===== src/rtl/berzerk_input_pkg.sv =====
// Shared constants and types for the berzerk control-input mapper: scancodes,
// HPS joystick bit positions, key-state record and the coin FSM state type.
package berzerk_input_pkg;

  // Arrow keys match on the low byte only, so extended and keypad codes both count.
  localparam logic [7:0] SC_UP    = 8'h75;
  localparam logic [7:0] SC_DOWN  = 8'h72;
  localparam logic [7:0] SC_LEFT  = 8'h6B;
  localparam logic [7:0] SC_RIGHT = 8'h74;

  localparam logic [8:0] SC_SPACE = 9'h029;
  localparam logic [8:0] SC_LCTRL = 9'h014;
  localparam logic [8:0] SC_F1    = 9'h005;
  localparam logic [8:0] SC_1     = 9'h016;
  localparam logic [8:0] SC_F2    = 9'h006;
  localparam logic [8:0] SC_2     = 9'h01E;
  localparam logic [8:0] SC_5     = 9'h02E;
  localparam logic [8:0] SC_6     = 9'h036;
  localparam logic [8:0] SC_R     = 9'h02D;
  localparam logic [8:0] SC_F     = 9'h02B;
  localparam logic [8:0] SC_D     = 9'h023;
  localparam logic [8:0] SC_G     = 9'h034;
  localparam logic [8:0] SC_A     = 9'h01C;

  localparam int JOY_R      = 0;
  localparam int JOY_L      = 1;
  localparam int JOY_D      = 2;
  localparam int JOY_U      = 3;
  localparam int JOY_FIRE   = 4;
  localparam int JOY_START1 = 5;
  localparam int JOY_START2 = 6;
  localparam int JOY_COIN   = 7;

  typedef enum logic [1:0] {
    COIN_IDLE,
    COIN_PULSE,
    COIN_WAIT_RELEASE
  } coin_state_e;

  typedef struct packed {
    logic up1, down1, left1, right1, fire1;
    logic start1, start2, coin_a, coin_b;
    logic up2, down2, left2, right2, fire2;
  } key_state_t;

  typedef struct packed {
    logic right, left, down, up, fire;
  } player_t;

  // Opposing-direction cancel: returns {a,b}, or 0 when both are set and en=1.
  function automatic logic [1:0] socd_pair(input logic a, input logic b, input logic en);
    return (en && a && b) ? 2'b00 : {a, b};
  endfunction

endpackage


===== src/rtl/berzerk_coin_pulse.sv =====
// Coin shaper: one COIN_PULSE_CYCLES-long pulse per rising edge of raw coin,
// then waits for release so a held coin never repeats.
module berzerk_coin_pulse
  import berzerk_input_pkg::*;
#(
  parameter int COIN_PULSE_CYCLES = 400000
) (
  input  logic clk_sys,
  input  logic reset,
  input  logic raw,
  output logic coin
);

  localparam logic [19:0] CNT_LOAD = 20'(COIN_PULSE_CYCLES - 1);

  coin_state_e state_q, state_d;
  logic [19:0] cnt_q, cnt_d;
  logic        raw_q, coin_q, coin_d;

  always_comb begin
    state_d = state_q;
    cnt_d   = cnt_q;
    coin_d  = coin_q;
    case (state_q)
      COIN_IDLE: begin
        if (raw && !raw_q) begin
          state_d = COIN_PULSE;
          cnt_d   = CNT_LOAD;
          coin_d  = 1'b1;
        end
      end
      COIN_PULSE: begin
        // Edges seen here are ignored; the pulse length is fixed.
        if (cnt_q == '0) begin
          coin_d  = 1'b0;
          state_d = raw ? COIN_WAIT_RELEASE : COIN_IDLE;
        end else begin
          cnt_d = cnt_q - 20'd1;
        end
      end
      COIN_WAIT_RELEASE: begin
        if (!raw) state_d = COIN_IDLE;
      end
      default: state_d = COIN_IDLE;
    endcase
  end

  always_ff @(posedge clk_sys) begin
    if (reset) begin
      state_q <= COIN_IDLE;
      cnt_q   <= '0;
      raw_q   <= 1'b0;
      coin_q  <= 1'b0;
    end else begin
      state_q <= state_d;
      cnt_q   <= cnt_d;
      raw_q   <= raw;
      coin_q  <= coin_d;
    end
  end

  assign coin = coin_q;

endmodule


===== src/rtl/berzerk_input_mapper.sv =====
// Maps HPS keyboard events and both HPS joysticks onto berzerk player controls,
// with cocktail routing, opposing-direction cancel and a shaped coin pulse.
// Optional AUTOFIRE_EN adds an autofire input and per-player fire toggling.
module berzerk_input_mapper
  import berzerk_input_pkg::*;
#(
  parameter int COIN_PULSE_CYCLES = 400000,
  parameter bit SOCD_CANCEL       = 1'b1
`ifdef AUTOFIRE_EN
  ,
  parameter int AUTOFIRE_DIV      = 2000000
`endif
) (
  input  logic        clk_sys,
  input  logic        reset,
  input  logic [10:0] ps2_key,
  input  logic [15:0] joystick_0,
  input  logic [15:0] joystick_1,
  input  logic        cocktail,
`ifdef AUTOFIRE_EN
  input  logic        autofire,
`endif
  output logic        right1,
  output logic        left1,
  output logic        down1,
  output logic        up1,
  output logic        fire1,
  output logic        right2,
  output logic        left2,
  output logic        down2,
  output logic        up2,
  output logic        fire2,
  output logic        start1,
  output logic        start2,
  output logic        coin1
);

  key_state_t kb_q, kb_d;
  logic       tog_q, tog_d;
  player_t    p1_q, p1_d, p2_q, p2_d;
  logic       start1_q, start1_d, start2_q, start2_d;
  logic [7:0] joy_any, j1_src, j2_src;
  logic [1:0] held;
  logic [1:0] fire_d;
  logic       coin_raw;
  logic       unused_joy;

  assign unused_joy = ^{joystick_0[15:8], joystick_1[15:8]};

  // Key decode: only acts on a toggle of ps2_key[10].
  always_comb begin
    kb_d  = kb_q;
    tog_d = ps2_key[10];
    if (ps2_key[10] != tog_q) begin
      case (ps2_key[7:0])
        SC_UP:    kb_d.up1    = ps2_key[9];
        SC_DOWN:  kb_d.down1  = ps2_key[9];
        SC_LEFT:  kb_d.left1  = ps2_key[9];
        SC_RIGHT: kb_d.right1 = ps2_key[9];
        default: ;
      endcase
      case (ps2_key[8:0])
        SC_SPACE, SC_LCTRL: kb_d.fire1  = ps2_key[9];
        SC_F1, SC_1:        kb_d.start1 = ps2_key[9];
        SC_F2, SC_2:        kb_d.start2 = ps2_key[9];
        SC_5:               kb_d.coin_a = ps2_key[9];
        SC_6:               kb_d.coin_b = ps2_key[9];
        SC_R:               kb_d.up2    = ps2_key[9];
        SC_F:               kb_d.down2  = ps2_key[9];
        SC_D:               kb_d.left2  = ps2_key[9];
        SC_G:               kb_d.right2 = ps2_key[9];
        SC_A:               kb_d.fire2  = ps2_key[9];
        default: ;
      endcase
    end
  end

  // Outputs are built from next key state so a key event reaches the pins in one clock.
  always_comb begin
    joy_any = joystick_0[7:0] | joystick_1[7:0];
    j1_src  = cocktail ? joystick_0[7:0] : joy_any;
    j2_src  = cocktail ? joystick_1[7:0] : joy_any;

    p1_d = '0;
    p2_d = '0;
    {p1_d.up, p1_d.down}    = socd_pair(kb_d.up1 | j1_src[JOY_U], kb_d.down1 | j1_src[JOY_D], SOCD_CANCEL);
    {p1_d.left, p1_d.right} = socd_pair(kb_d.left1 | j1_src[JOY_L], kb_d.right1 | j1_src[JOY_R], SOCD_CANCEL);
    {p2_d.up, p2_d.down}    = socd_pair(kb_d.up2 | j2_src[JOY_U], kb_d.down2 | j2_src[JOY_D], SOCD_CANCEL);
    {p2_d.left, p2_d.right} = socd_pair(kb_d.left2 | j2_src[JOY_L], kb_d.right2 | j2_src[JOY_R], SOCD_CANCEL);

    held[0] = kb_d.fire1 | j1_src[JOY_FIRE];
    held[1] = kb_d.fire2 | j2_src[JOY_FIRE];
    p1_d.fire = fire_d[0];
    p2_d.fire = fire_d[1];

    start1_d = kb_d.start1 | joy_any[JOY_START1];
    start2_d = kb_d.start2 | joy_any[JOY_START2];
    coin_raw = kb_d.coin_a | kb_d.coin_b | joy_any[JOY_COIN];
  end

`ifdef AUTOFIRE_EN
  localparam logic [31:0] AF_LAST = 32'(AUTOFIRE_DIV - 1);

  logic [1:0][31:0] af_cnt_q, af_cnt_d;
  logic [1:0]       af_lvl_q, af_lvl_d, held_q;

  // Per-player divider: restarts high on the first held cycle, clears on release.
  always_comb begin
    af_cnt_d = af_cnt_q;
    af_lvl_d = af_lvl_q;
    fire_d   = '0;
    for (int p = 0; p < 2; p++) begin
      if (!held[p]) begin
        af_cnt_d[p] = '0;
        af_lvl_d[p] = 1'b0;
      end else if (!held_q[p]) begin
        af_cnt_d[p] = '0;
        af_lvl_d[p] = 1'b1;
      end else if (af_cnt_q[p] == AF_LAST) begin
        af_cnt_d[p] = '0;
        af_lvl_d[p] = ~af_lvl_q[p];
      end else begin
        af_cnt_d[p] = af_cnt_q[p] + 32'd1;
      end
      fire_d[p] = autofire ? af_lvl_d[p] : held[p];
    end
  end

  always_ff @(posedge clk_sys) begin
    if (reset) begin
      af_cnt_q <= '0;
      af_lvl_q <= '0;
      held_q   <= '0;
    end else begin
      af_cnt_q <= af_cnt_d;
      af_lvl_q <= af_lvl_d;
      held_q   <= held;
    end
  end
`else
  assign fire_d = held;
`endif

  always_ff @(posedge clk_sys) begin
    if (reset) begin
      kb_q     <= '0;
      tog_q    <= ps2_key[10];
      p1_q     <= '0;
      p2_q     <= '0;
      start1_q <= 1'b0;
      start2_q <= 1'b0;
    end else begin
      kb_q     <= kb_d;
      tog_q    <= tog_d;
      p1_q     <= p1_d;
      p2_q     <= p2_d;
      start1_q <= start1_d;
      start2_q <= start2_d;
    end
  end

  berzerk_coin_pulse #(
    .COIN_PULSE_CYCLES(COIN_PULSE_CYCLES)
  ) u_coin (
    .clk_sys(clk_sys),
    .reset  (reset),
    .raw    (coin_raw),
    .coin   (coin1)
  );

  assign {right1, left1, down1, up1, fire1} = p1_q;
  assign {right2, left2, down2, up2, fire2} = p2_q;
  assign start1 = start1_q;
  assign start2 = start2_q;

endmodule

===== config.mk =====
export PLATFORM = sky130hd
export DESIGN_NAME = berzerk_input_mapper
export DESIGN_NICKNAME = d
export VERILOG_FILES = /design/src/rtl/berzerk_input_pkg.sv /design/src/rtl/berzerk_coin_pulse.sv /design/src/rtl/berzerk_input_mapper.sv
export SDC_FILE = /design/constraint.sdc
export NUM_CORES = 1
export LEC_CHECK = 0
export ABC_AREA = 1
export BUFFER_PORTS_ARGS = -buffer_cell sky130_fd_sc_hd__buf_2
export CAP_MARGIN = 20
export CELL_PAD_IN_SITES_DETAIL_PLACEMENT = 1
export CELL_PAD_IN_SITES_GLOBAL_PLACEMENT = 2
export CORE_UTILIZATION = 25
export DETAILED_ROUTE_END_ITERATION = 10
export PLACE_DENSITY = 0.77
export RECOVER_POWER = 25
export REMOVE_ABC_BUFFERS = 1
export SKIP_LAST_GASP = 1
export SLEW_MARGIN = 10
export SYNTH_ARGS = -nofsm -noshare
export SYNTH_HDL_FRONTEND = slang
export SYNTH_HIERARCHICAL = 1
export SYNTH_SLANG_ARGS = --single-unit

===== constraint.sdc =====
create_clock -name clk_sys -period 2.4 [get_ports clk_sys]
set_input_delay 0.48 -clock clk_sys [delete_from_list [all_inputs] [get_ports clk_sys]]
set_output_delay 0.48 -clock clk_sys [all_outputs]
set_load 0.01 [all_outputs]

==> reports/results.tsv <==
stage	metric	value	unit
outcome	run status	complete, no violations	
cells_and_area	number of filler cells placed in the layout	1485	
placement	port buffer count	42	
cells_and_area	area growth from synthesis to layout	20.4	%
floorplanning	DIE HEIGHT	111	um
power	pwr dens	650	mW/mm^2
run	Max Cap Violations	0	
cells_and_area	max FFs per register	20	
setup_path	terminus of the critical flop-to-flop path	u_coin/cnt_q[11]	
setup_path	cell class contributing the biggest share of worst-path delay	simple AND/OR/NAND/NOR gates	
sta	clock skew after layout	0.00606	ns
cells_and_area	layout cell share with drive strength beyond 1	0.156	
setup_path	largest fanout on the critical path	18	
synthesis	Synth Cell Area	0.00295	mm^2
sta	Setup TNS Final	0	ns
routing	detailed route wirelength on metal2	4180	um
setup_path	Data arrival, critical path	2.24	ns
floorplanning	number of placement rows	39	
synthesis	Yosys warnings	6	
floorplanning	width of the chip	111	um
routing	total via count after detailed routing	3041	
floorplanning	overall die area	0.0122	mm^2
routing	residual antenna-violating net count after detailed routing	0	
sta	Tightest Pin Transition	0.539	ns
sta	period utilization	0.860	
placement	final HPWL from detailed placement	6740	um
sta	headroom to the max-slew limit	0.641	
sta	Hold Fails Final Rpt	0	
clock_network	TritonCTS Buffers	5	
worst_hold_path	path category of the worst min-delay check	in -> reg	
global_route	initial antenna violation count	0	
floorplanning	Initial Util	0.257	
cells_and_area	number of nets in the layout	578	
routing	detailed-route wire length per cell	12.8	um
routing	met3 routed wirelength	244	um
clock_network	cell at the root of the clock tree	sky130_fd_sc_hd__clkbuf_16	
worst_hold_path	hold depth	1	
clock_network	clock latency at the later pin of the worst-skew pair	0.31	ns
synthesis	Synth Flop Type	sky130_fd_sc_hd__dfxtp_1	
cells_and_area	registers with the most flip-flops	u_coin/cnt_q: 20 flops, kb_q: 14 flops, u_coin/state_q: 2 flops	
synthesis	Mapped Avg Cell Area	6.22	um^2
routing	DRC viols	0	
clock_network	hold buffer count at cts	0	
routing	total length of routed wires	8610	um
sta	unrepaired setup endpoints after global routing	false	
worst_hold_path	worst hold path startpoint	ps2_key[10]	
setup_path	startpoint types	input pin	
cells_and_area	commonest non-fill, non-tap cell in the layout	sky130_fd_sc_hd__nand2_1	
cells_and_area	top register by number of flip-flops	u_coin/cnt_q	
setup_path	critical path cell sequence	buf_2, nor2_1, nand2_1, nor2_1, nand3_1, nand2_1, o21ai_1, nand3_1, inv_1, nor2_1, nand2_1, nand2_4, clkinv_4, nand2_1, a21oi_1	
routing	DRC marker count from the first detailed-route iteration	98	
setup_path	beginning of the worst register-to-register path	tog_q	
floorplanning	placeable core region	0.0115	mm^2
setup_path	worst reg-to-reg setup slack	0.37	ns
power	Power, Total	0.00231	W
setup_path	Req. time, crit path	2.57	ns
setup_path	Crit path top cell by count	sky130_fd_sc_hd__nand2_1	
routing	highest layer used for signal routing	met4	
global_route	remaining global-route overflow	0	
synthesis	synthesized instance count	474	
setup_path	Reg2Reg Depth	15	
clock_network	CTS tree	built	
sta	Fmax achieved	485	MHz
sta	Min Clock Period, post-route	2.06	ns
routing	wire length on met1	4050	um
power	worst IR drop on VDD	0.291	mV
routing	number of iterations in the first detailed-routing pass	4	
power	Leakage	1.73	nW
worst_hold_path	hold-critical path endpoint	tog_q	
sta	# setup viols final	0	
sta	final slew viol count	0	
synthesis	number of flops mapped to enable cells by yosys	0	
routing	post-detailed-route via-to-cell ratio	4.51	
setup_path	library cell contributing the largest single delay on the critical path	sky130_fd_sc_hd__nor2_1	
setup_path	Setup CP Type	in -> reg	
clock_network	Clock Pin Slew Worst Setup and Hold Paths	0.08	ns
synthesis	sequential area share after synthesis	0.346	
cells_and_area	number of inserted diodes	0	
placement	placer congestion estimate	0.799	
setup_path	crit path capture type	flip-flop	
global_route	global-route usage over all layers	0.153	
clock_network	count of clock tree sinks	51	
global_route	global-route wire length before repair	15000	um
global_route	pin count of the biggest net entering global routing	35	
cells_and_area	commonest cells after routing, fill and taps aside	139 x sky130_fd_sc_hd__nand2_1, 67 x sky130_fd_sc_hd__nor2_1, 67 x sky130_fd_sc_hd__inv_1	
synthesis	Seq cells post-synth	51	
global_route	via count of the first global-routing pass	3206	
clock_network	clock buffer depth	2	
synthesis	async set-reset flop share out of synthesis	0	
setup_path	number of buffer and inverter instances along the worst setup path	3	
floorplanning	number of top-level design ports	59	
synthesis	number of unique standard cell types used by synthesis	31	
clock_network	maximum level of the CTS H-tree	2	
setup_path	largest incremental delay on the critical path	0.19	ns
[synthesized netlist by cell type, types with 2 or more instances]
master / count / share of area
sky130_fd_sc_hd__ha_1: 2 / 0.0085
sky130_fd_sc_hd__nand2_2: 2 / 0.0042
sky130_fd_sc_hd__nor2_1: 67 / 0.085
sky130_fd_sc_hd__nand3_1: 47 / 0.080
sky130_fd_sc_hd__nand2_4: 3 / 0.011
sky130_fd_sc_hd__nor3_1: 4 / 0.0068
sky130_fd_sc_hd__xor2_1: 4 / 0.012
sky130_fd_sc_hd__nor2_4: 4 / 0.015
sky130_fd_sc_hd__o21ai_0: 10 / 0.017
sky130_fd_sc_hd__a21oi_2: 5 / 0.015
sky130_fd_sc_hd__a21oi_1: 30 / 0.051
sky130_fd_sc_hd__or2_2: 3 / 0.0064
sky130_fd_sc_hd__clkbuf_1: 3 / 0.0038
sky130_fd_sc_hd__inv_2: 3 / 0.0038
sky130_fd_sc_hd__clkinv_1: 3 / 0.0038
sky130_fd_sc_hd__nand3b_1: 2 / 0.0051
sky130_fd_sc_hd__buf_2: 2 / 0.0034
sky130_fd_sc_hd__dfxtp_1: 51 / 0.35
sky130_fd_sc_hd__nand4_1: 5 / 0.011
sky130_fd_sc_hd__nor2_2: 9 / 0.019
sky130_fd_sc_hd__nand2_1: 139 / 0.18
sky130_fd_sc_hd__inv_1: 67 / 0.085
[worst max path at each step]
stage / startpoint / to / cells after the start
2_1_floorplan: ps2_key[7] / u_coin/cnt_q[9] / 13
3_3_place_gp: ps2_key[7] / u_coin/cnt_q[14] / 15
3_5_place_dp: ps2_key[7] / u_coin/cnt_q[11] / 15
4_1_cts: ps2_key[7] / u_coin/cnt_q[11] / 15
5_1_grt: ps2_key[7] / u_coin/cnt_q[5] / 15
6_report: ps2_key[7] / u_coin/cnt_q[11] / 15
[through the flow]
step	utilization	std cells	setup slack, ns	instance area [um^2]	hold slack [ns]
finish	0.310	674	0.337	3550	0.341
global route	0.310	674	0.0511	3550	0.343
CTS	0.311	674	0.285	3570	0.301
detailed placement	0.298	666	-0.0256	3420	0.495
global placement	0.298	666	-0.000685	3420	0.482
floorplan	-	466	0.493	2900	0.460
[timing repair]
action,4_1_cts,5_1_grt
resized for setup,0,1
endpoints found under the setup margin,0,2
buffers inserted,0,0
[kinds of logic after synthesis]
group / count (synthesis) / synth area share
AND/OR/NAND/NOR: 287 / 0.429
buffers and inverters: 82 / 0.114
flip-flops: 51 / 0.346
AO/OA/AOI/OAI: 47 / 0.0874
XOR/XNOR: 5 / 0.0148
adder cells (fa/ha/maj): 2 / 0.00848
[layout make-up]
| type | instances | area, um^2 | area share |
|---|---|---|---|
| Inverter | 74 | 283 | 0.0796 |
| Multi-Input combinational cell | 341 | 1590 | 0.448 |
| Sequential cell | 51 | 1020 | 0.288 |
| Clock buffer | 5 | 125 | 0.0352 |
| Clock inverter | 3 | 23.8 | 0.00669 |
| Timing Repair Buffer | 57 | 328 | 0.0923 |
| Tap cell | 143 | 179 | 0.0504 |
[power by group]
group | switching [W] | internal (W)
clock network | 0.000361 | 0.000391
registers | 0.0000428 | 0.000898
logic | 0.000398 | 0.000218
[metal layers]
metal	vias up	track usage
li1	1573	-
met1	1422	0.190
met2	38	0.261
met3	8	0.0252
met4	0	0.0596
met5	-	0
No activity file was read; power rests on OpenSTA's default activity.
